==> src/rtl/lfsr_pkg.sv <==
// Shared constants for the random-position generator: Galois tap masks
// for the supported LFSR widths and the generator FSM encoding.
package lfsr_pkg;

    typedef enum logic [1:0] {
        ST_IDLE  = 2'd0,
        ST_GEN_X = 2'd1,
        ST_GEN_Y = 2'd2,
        ST_DONE  = 2'd3
    } pos_state_e;

    // Right-shifting Galois masks, each giving a maximal-length sequence.
    localparam logic [31:0] TAPS_W8  = 32'h0000_00B8;
    localparam logic [31:0] TAPS_W16 = 32'h0000_B400;
    localparam logic [31:0] TAPS_W24 = 32'h00E1_0000;
    localparam logic [31:0] TAPS_W32 = 32'hA300_0000;

    function automatic logic [31:0] lfsr_taps(input int width);
        case (width)
            8:       return TAPS_W8;
            24:      return TAPS_W24;
            32:      return TAPS_W32;
            default: return TAPS_W16;
        endcase
    endfunction

endpackage

==> src/rtl/lfsr_core.sv <==
// Free-running Galois LFSR with synchronous load; a zero load value is
// replaced by the seed so the register can never lock up at zero.
module lfsr_core
    import lfsr_pkg::*;
#(
    parameter int          WIDTH = 16,
    parameter logic [31:0] SEED  = 32'h0000_ACE1
) (
    input  logic             clk,
    input  logic             reset,
    input  logic             load,
    input  logic [WIDTH-1:0] load_val,
    output logic [WIDTH-1:0] state
);

    localparam logic [31:0]      TAPS_FULL = lfsr_taps(WIDTH);
    localparam logic [WIDTH-1:0] TAPS      = TAPS_FULL[WIDTH-1:0];
    localparam logic [WIDTH-1:0] SEED_W    = SEED[WIDTH-1:0];

    logic [WIDTH-1:0] stepped;

    always_comb begin
        stepped = (state >> 1) ^ (state[0] ? TAPS : '0);
    end

    always_ff @(posedge clk or negedge reset) begin
        if (!reset) begin
            state <= SEED_W;
        end else if (load) begin
            state <= (load_val == '0) ? SEED_W : load_val;
        end else begin
            state <= stepped;
        end
    end

endmodule

==> src/rtl/lfsr_rand_pos.sv <==
// Random (x,y) generator: rejection-samples LFSR bits against X_MAX/Y_MAX,
// clamping after MAX_TRIES rejections, and holds the pair until accepted.
module lfsr_rand_pos
    import lfsr_pkg::*;
#(
    parameter int          WIDTH     = 16,
    parameter int          COORD_W   = 4,
    parameter int          X_MAX     = 15,
    parameter int          Y_MAX     = 15,
    parameter logic [31:0] SEED      = 32'h0000_ACE1,
    parameter int          MAX_TRIES = 8
) (
    input  logic               clk,
    input  logic               reset,
    input  logic               req,
    input  logic               seed_load,
    input  logic [WIDTH-1:0]   seed_in,
    output logic               busy,
    output logic               out_valid,
    input  logic               out_ready,
    output logic [COORD_W-1:0] x,
    output logic [COORD_W-1:0] y,
    output logic [WIDTH-1:0]   lfsr_state
);

    localparam int                 TRY_W    = $clog2(MAX_TRIES + 1);
    localparam logic [TRY_W-1:0]   LAST_TRY = TRY_W'(MAX_TRIES - 1);
    localparam logic [31:0]        X_MAX_U  = 32'(X_MAX);
    localparam logic [31:0]        Y_MAX_U  = 32'(Y_MAX);
    localparam logic [COORD_W-1:0] X_CLAMP  = X_MAX_U[COORD_W-1:0];
    localparam logic [COORD_W-1:0] Y_CLAMP  = Y_MAX_U[COORD_W-1:0];

    pos_state_e         state;
    pos_state_e         state_nxt;
    logic [TRY_W-1:0]   tries;
    logic [COORD_W-1:0] cand_x;
    logic [COORD_W-1:0] cand_y;
    logic               x_ok;
    logic               y_ok;
    logic               give_up;

    lfsr_core #(
        .WIDTH (WIDTH),
        .SEED  (SEED)
    ) u_lfsr (
        .clk      (clk),
        .reset    (reset),
        .load     (seed_load),
        .load_val (seed_in),
        .state    (lfsr_state)
    );

    // x draws from the low bits and y from the high bits of the same state.
    always_comb begin
        cand_x  = lfsr_state[COORD_W-1:0];
        cand_y  = lfsr_state[WIDTH-1 -: COORD_W];
        x_ok    = 32'(cand_x) <= X_MAX_U;
        y_ok    = 32'(cand_y) <= Y_MAX_U;
        give_up = (tries == LAST_TRY);
    end

    always_ff @(posedge clk or negedge reset) begin
        if (!reset) begin
            state <= ST_IDLE;
        end else begin
            state <= state_nxt;
        end
    end

    always_comb begin
        state_nxt = state;
        if (seed_load) begin
            state_nxt = ST_IDLE;
        end else begin
            case (state)
                ST_IDLE:  if (req)              state_nxt = ST_GEN_X;
                ST_GEN_X: if (x_ok || give_up)  state_nxt = ST_GEN_Y;
                ST_GEN_Y: if (y_ok || give_up)  state_nxt = ST_DONE;
                ST_DONE:  if (out_ready)        state_nxt = ST_IDLE;
                default:                        state_nxt = ST_IDLE;
            endcase
        end
    end

    always_comb begin
        busy      = (state != ST_IDLE);
        out_valid = (state == ST_DONE);
    end

    // Clearing tries on every exit from a GEN state means each GEN state
    // is entered with a zero count.
    always_ff @(posedge clk or negedge reset) begin
        if (!reset) begin
            x     <= '0;
            y     <= '0;
            tries <= '0;
        end else if (seed_load) begin
            tries <= '0;
        end else begin
            case (state)
                ST_GEN_X: begin
                    if (x_ok) begin
                        x     <= cand_x;
                        tries <= '0;
                    end else if (give_up) begin
                        x     <= X_CLAMP;
                        tries <= '0;
                    end else begin
                        tries <= tries + 1'b1;
                    end
                end
                ST_GEN_Y: begin
                    if (y_ok) begin
                        y     <= cand_y;
                        tries <= '0;
                    end else if (give_up) begin
                        y     <= Y_CLAMP;
                        tries <= '0;
                    end else begin
                        tries <= tries + 1'b1;
                    end
                end
                default: tries <= '0;
            endcase
        end
    end

endmodule

==> config.mk <==
export PLATFORM = sky130hd
export DESIGN_NAME = lfsr_rand_pos
export DESIGN_NICKNAME = d
export VERILOG_FILES = /design/src/rtl/lfsr_pkg.sv /design/src/rtl/lfsr_core.sv /design/src/rtl/lfsr_rand_pos.sv
export SDC_FILE = /design/constraint.sdc
export NUM_CORES = 1
export LEC_CHECK = 0
export ABC_AREA = 0
export BUFFER_PORTS_ARGS = -buffer_cell sky130_fd_sc_hd__buf_2
export CAP_MARGIN = 20
export CELL_PAD_IN_SITES_DETAIL_PLACEMENT = 1
export CELL_PAD_IN_SITES_GLOBAL_PLACEMENT = 1
export CORE_AREA = 3 3 56 71
export DETAILED_ROUTE_END_ITERATION = 7
export DIE_AREA = 0 0 59 74
export GPL_TIMING_DRIVEN = 0
export PLACE_DENSITY_LB_ADDON = 0.08
export SKIP_LAST_GASP = 1
export SYNTH_ARGS = -nofsm -noshare
export SYNTH_HDL_FRONTEND = slang
export SYNTH_HIERARCHICAL = 1
export SYNTH_SLANG_ARGS = --single-unit
==> constraint.sdc <==
create_clock -name clk -period 3.68 [get_ports clk]
set_clock_uncertainty 0.2 [all_clocks]
set_input_delay 0.368 -clock clk [delete_from_list [all_inputs] [get_ports clk]]
set_output_delay 0.368 -clock clk [all_outputs]
set_load 0.05 [all_outputs]
== Yosys cells after proc, flatten, opt, wreduce, memory -nomap -nowiden ==
Index checks and enable logic that the tools add are counted.

* Register bits after elaboration: 26
* Input port bits: 21
* Logic and storage cells: 24

* Equality and inequality tests: 5
* Mux-type cells: 7
* Bitwise gates (word level): 2
* Reduce and logical (&&, ||, !) cells: 6

{| class="wikitable"
|+ Operator list
! kind !! count
|-
| $mux 16 || 3
|-
| $logic_not 16->1 || 1
|-
| $xor 15x16->16 || 1
|-
| $pmux 2 s4 || 1
|-
| $mux 2 || 3
|-
| $reduce_and 2->1 || 3
|-
| $eq 2x2->1 const B || 2
|-
| $ne 3x2->1 const B || 1
|-
| $ne 3x3->1 const B || 1
|-
| $eq 2x1->1 const B || 1
|-
| $logic_not 2->1 || 1
|-
| $reduce_bool 2->1 || 1
|-
| $not 1->1 || 1
|}

== Logic depth before layout (Yosys ltp) ==
* Word-level depth: 3
* Depth in mapped cells: 5
* Depth with buffers taken out: 5

== Cells and area by module ==
The synthesis kept the hierarchy.

{| class="wikitable"
|+ By module, submodules not included
! module !! instances !! cells an instance !! area each (sq um) !! sequential area each (sq um)
|-
| lfsr_core || 1 || 43 || 670.6 || 410.4
|-
| lfsr_rand_pos || 1 || 36 || 491.7 || 250.2
|}

== Worst setup path after synthesis ==
No wires, ideal clock.

* Path type: input port to flip-flop
* Start point: input port seed_in[13]
* End point: register u_lfsr.state[0]
* Setup time: 0.061 ns
* Arrival time: 1.594 ns
* Setup slack: 1.825 ns
* Stages: 3
* Cells stage by stage: or4_4 -> o41ai_4 -> o22a_1

* Cells in the longest elaborated chain, start to end: 3

{| class="wikitable"
|+ RTL lines
! what !! line !! source
|-
| from (decl) || lfsr_rand_pos.sv:17 || <nowiki>input logic [WIDTH-1:0] seed_in,</nowiki>
|-
| $logic_not 16->1 || lfsr_core.sv:30 || <nowiki>state <= (load_val == '0) ? SEED_W : load_val;</nowiki>
|-
| $mux 16 || lfsr_core.sv:30 ||
|-
| $mux 16 || lfsr_core.sv:29 || <nowiki>end else if (load) begin</nowiki>
|-
| to (signal assigned) || lfsr_core.sv:30 ||
|-
| to (signal assigned) || lfsr_core.sv:32 || <nowiki>state <= stepped;</nowiki>
|-
| to (decl) || lfsr_core.sv:13 || <nowiki>output logic [WIDTH-1:0] state</nowiki>
|}

No other way between the ends.
A chain may end at the register's enable or synchronous reset.

==> qor.log <==
qor: run_status.result_of_the_run completed
qor: finish.final_core_utilization 0.440
qor: routing.detail-route-antenna-nets 0
qor: routing.wl_per_cell 15.7 µm
qor: synthesis.synth.ff_latch_count 26
qor: synthesis.syn_avg_cell_area 14.7 µm²
qor: worst_setup_path.crit_path_max_fanout 4
qor: power.power.internal 627 µW
qor: routing.detailed_router_s_first_iteration_violation_count 9
qor: sta.maxClockFrequency 546 MHz
qor: clock_network.worstSkewPairLatency 0.26 ns
qor: finish.multiInputGateArea 483 µm²
qor: worst_setup_path.critical_path_required 3.11 ns
qor: floorplan.fp.dieArea 4370 µm²
qor: global_route.grt_start_max_net_pins 27
qor: routing.post_drt_via_cell_ratio 4.96
qor: floorplan.fp.dieW 59 µm
qor: floorplan.design.portCount 47
qor: finish.num_antenna_cells 0
qor: worst_setup_path.r2r_setup_slack 1.94 ns
qor: clock_network.tritoncts done
qor: routing.postRouteWirelength 2.65 mm
qor: clock_network.ctsHtreeMaxLevel 1
qor: worst_setup_path.start_kind flip-flop
qor: synthesis.synth-warning-count 6
qor: power.vdd_drop_max 454 µV
qor: floorplan.placementRows 24
qor: finish.sequential_cell_area 661 µm²
qor: finish.drive_above_1_share 0.608
qor: placed_design.place_hpwl 2.13 mm
qor: finish.layout_common_cells sky130_fd_sc_hd__buf_2, sky130_fd_sc_hd__dfrtp_1, sky130_fd_sc_hd__mux2_2
qor: global_route.grt-ovfl-total 0
qor: synthesis.mappedNetlistArea 1160 µm²
qor: power.power-per-cell-area 755 nW/µm²
qor: global_route.grtUsageTotal 0.129
qor: routing.drt-pass1-iter-count 4
qor: sta.worst_pin_slew 0.592 ns
qor: finish.layout-area-overhead-vs-synth 29.6%
qor: worst_setup_path.endpoint_kind primary output
qor: clock_network.tritoncts.num_buffers 3
qor: clock_network.ctsRootBufferMaster sky130_fd_sc_hd__clkbuf_8
qor: placed_design.gp_congestion 0.748
qor: clock_network.clk_path_buf_depth 2
qor: routing.post-route-drc-count 0
qor: clock_network.clock_sink_count 26
qor: power.comb_power_share 0.482
qor: power.power.sequential.fraction 0.360
qor: placed_design.buffers_on_ports 46
qor: sta.setup-tns-final 0 ns
qor: synthesis.mappedNetlistNets 105
qor: sta.period_share 0.498
qor: sta.report.final.slew_viol_count 0
qor: finish.mostFrequentLayoutCell sky130_fd_sc_hd__buf_2
qor: floorplan.start_util 0.340
qor: sta.setup_viol 0
qor: floorplan.fp.coreArea 3420 µm²
qor: flow_run.maxCapViolCount 0
qor: worst_setup_path.critPathKind reg -> out
qor: finish.nNetsFinal 157
qor: sta.report.final.hold_viol_count 0
qor: floorplan.floorplan.die.height 74 µm
qor: sta.relative_max_transition_margin 0.605
qor: global_route.grt_first_pass_wirelength 4.32 mm
qor: clock_network.path_clk_slew 0.09 ns
qor: global_route.first_global_vias 904
qor: finish.filler_cell_count 382
qor: synthesis.seq_total_area_yosys 0.568
qor: global_route.initial_antenna_violation_count 0
qor: power.netSwitchingFraction 0.448
qor: synthesis.synth_cell_type_count 21
qor: routing.num_vias 838
qor: worst_setup_path.critical_path_arrival 1.26 ns
qor: power.clock_power_share 0.159
qor: sta.unrepaired_setup_endpoints_after_global_routing no
qor: power.netSwitchingPower 510 µW
qor: synthesis.synthesized_netlist_cell_count 79
qor: sta.period_needed 1.83 ns
qor: power.p_leak 0.000712 µW
qor: worst_hold_path.hold_path_class in -> reg
==> routing by layer <==
metal	vias up	routed length, µm	part of all wire	GRT usage
li1	391	-	-	-
met1	415	1090	0.41	0.166
met4	0	14	0.0053	0.0302
met5	-	0	0	0
met2	30	1390	0.52	0.220
met3	2	157	0.059	0.0278
==> state kept, by name (all words and copies together) (netlist names) <==
| name | count |
|---|---|
| state | 2 |
| y | 4 |
| u_lfsr/state | 16 |
| x | 4 |
==> synthesized netlist by cell type <==
master	instances	share of area
sky130_fd_sc_hd__ha_1	5	0.054
sky130_fd_sc_hd__mux2_2	14	0.14
sky130_fd_sc_hd__xnor2_1	1	0.0075
sky130_fd_sc_hd__nand2_1	1	0.0032
sky130_fd_sc_hd__or4_4	3	0.029
sky130_fd_sc_hd__nor2b_4	1	0.012
sky130_fd_sc_hd__inv_1	3	0.0097
sky130_fd_sc_hd__mux2_1	1	0.0097
sky130_fd_sc_hd__dfstp_2	8	0.18
sky130_fd_sc_hd__o21ai_0	1	0.0043
sky130_fd_sc_hd__nor2b_1	1	0.0054
sky130_fd_sc_hd__o22a_1	8	0.060
sky130_fd_sc_hd__xor2_1	2	0.015
sky130_fd_sc_hd__nor2b_2	2	0.015
sky130_fd_sc_hd__clkbuf_1	2	0.0065
sky130_fd_sc_hd__or4b_1	1	0.0086
sky130_fd_sc_hd__or4_1	2	0.013
sky130_fd_sc_hd__nor2_1	2	0.0065
sky130_fd_sc_hd__o31ai_1	2	0.013
sky130_fd_sc_hd__dfrtp_1	18	0.39
sky130_fd_sc_hd__o41ai_4	1	0.024
==> critical path, cell delays in order (launching register included) <==
cell                      delay, ns
sky130_fd_sc_hd__dfrtp_1       0.38
sky130_fd_sc_hd__inv_1         0.10
sky130_fd_sc_hd__ha_1          0.22
sky130_fd_sc_hd__inv_1         0.05
sky130_fd_sc_hd__buf_2         0.25
==> power by group through the flow <==
stage               combinational [µW]  clock (µW)  sequential [µW]
finish                             547         181              409
CTS                                557         191              412
global route                       585         197              424
global placement                   543           0              412
floorplan                          196           0              638
detailed placement                 555           0              418
==> logic make-up (layout without fill, tap and decap cells) <==
logic type	after synthesis	count (layout)	synth area share
mux	15	15	0.145
compound gates	12	12	0.101
buf+inv	5	56	0.0161
fa+ha+maj	5	5	0.0538
simple gates	13	13	0.0926
flops	26	26	0.568
xor+xnor	3	3	0.0226
==> per-stage QoR <==
step,cell area (µm²),power (µW),setup slack [ns],instances,hold slack [ns]
2_1_floorplan,1160,834,1.82,79,-0.128
3_3_place_gp,1440,955,1.57,164,0.202
3_5_place_dp,1440,973,1.57,164,0.214
4_1_cts,1510,1160,1.83,169,0.124
5_1_grt,1510,1210,1.77,169,0.127
6_report,1510,1140,1.85,169,0.132
==> repair_timing <==
| item | in CTS | in global routing |
|---|---|---|
| setup buffers | 0 | 0 |
| endpoints found under the hold margin | 18 | 0 |
| hold buffers | 1 | 0 |
| gates resized for setup | 0 | 0 |
==> final timing paths <==
kind | startpoint | end | depth (start not counted)
worst min-delay path | seed_in[5] | u_lfsr/state[5] | 2
max in group asynchronous | reset | x[3] | 2
min in group asynchronous | reset | y[2] | 2
worst max-delay path | state[0] | busy | 4
worst max register to register | state[0] | state[1] | 5
worst min register to register | y[2] | y[2] | 1
==> layout make-up <==
class	count	share of cell area
buffer	2	0.00498
multi-input combinational	48	0.321
inverter	3	0.00748
clock buffer	4	0.0365
sequential	26	0.439
timing repair buffer	47	0.159
tap	39	0.0324
(Power assumes the default switching activity.)
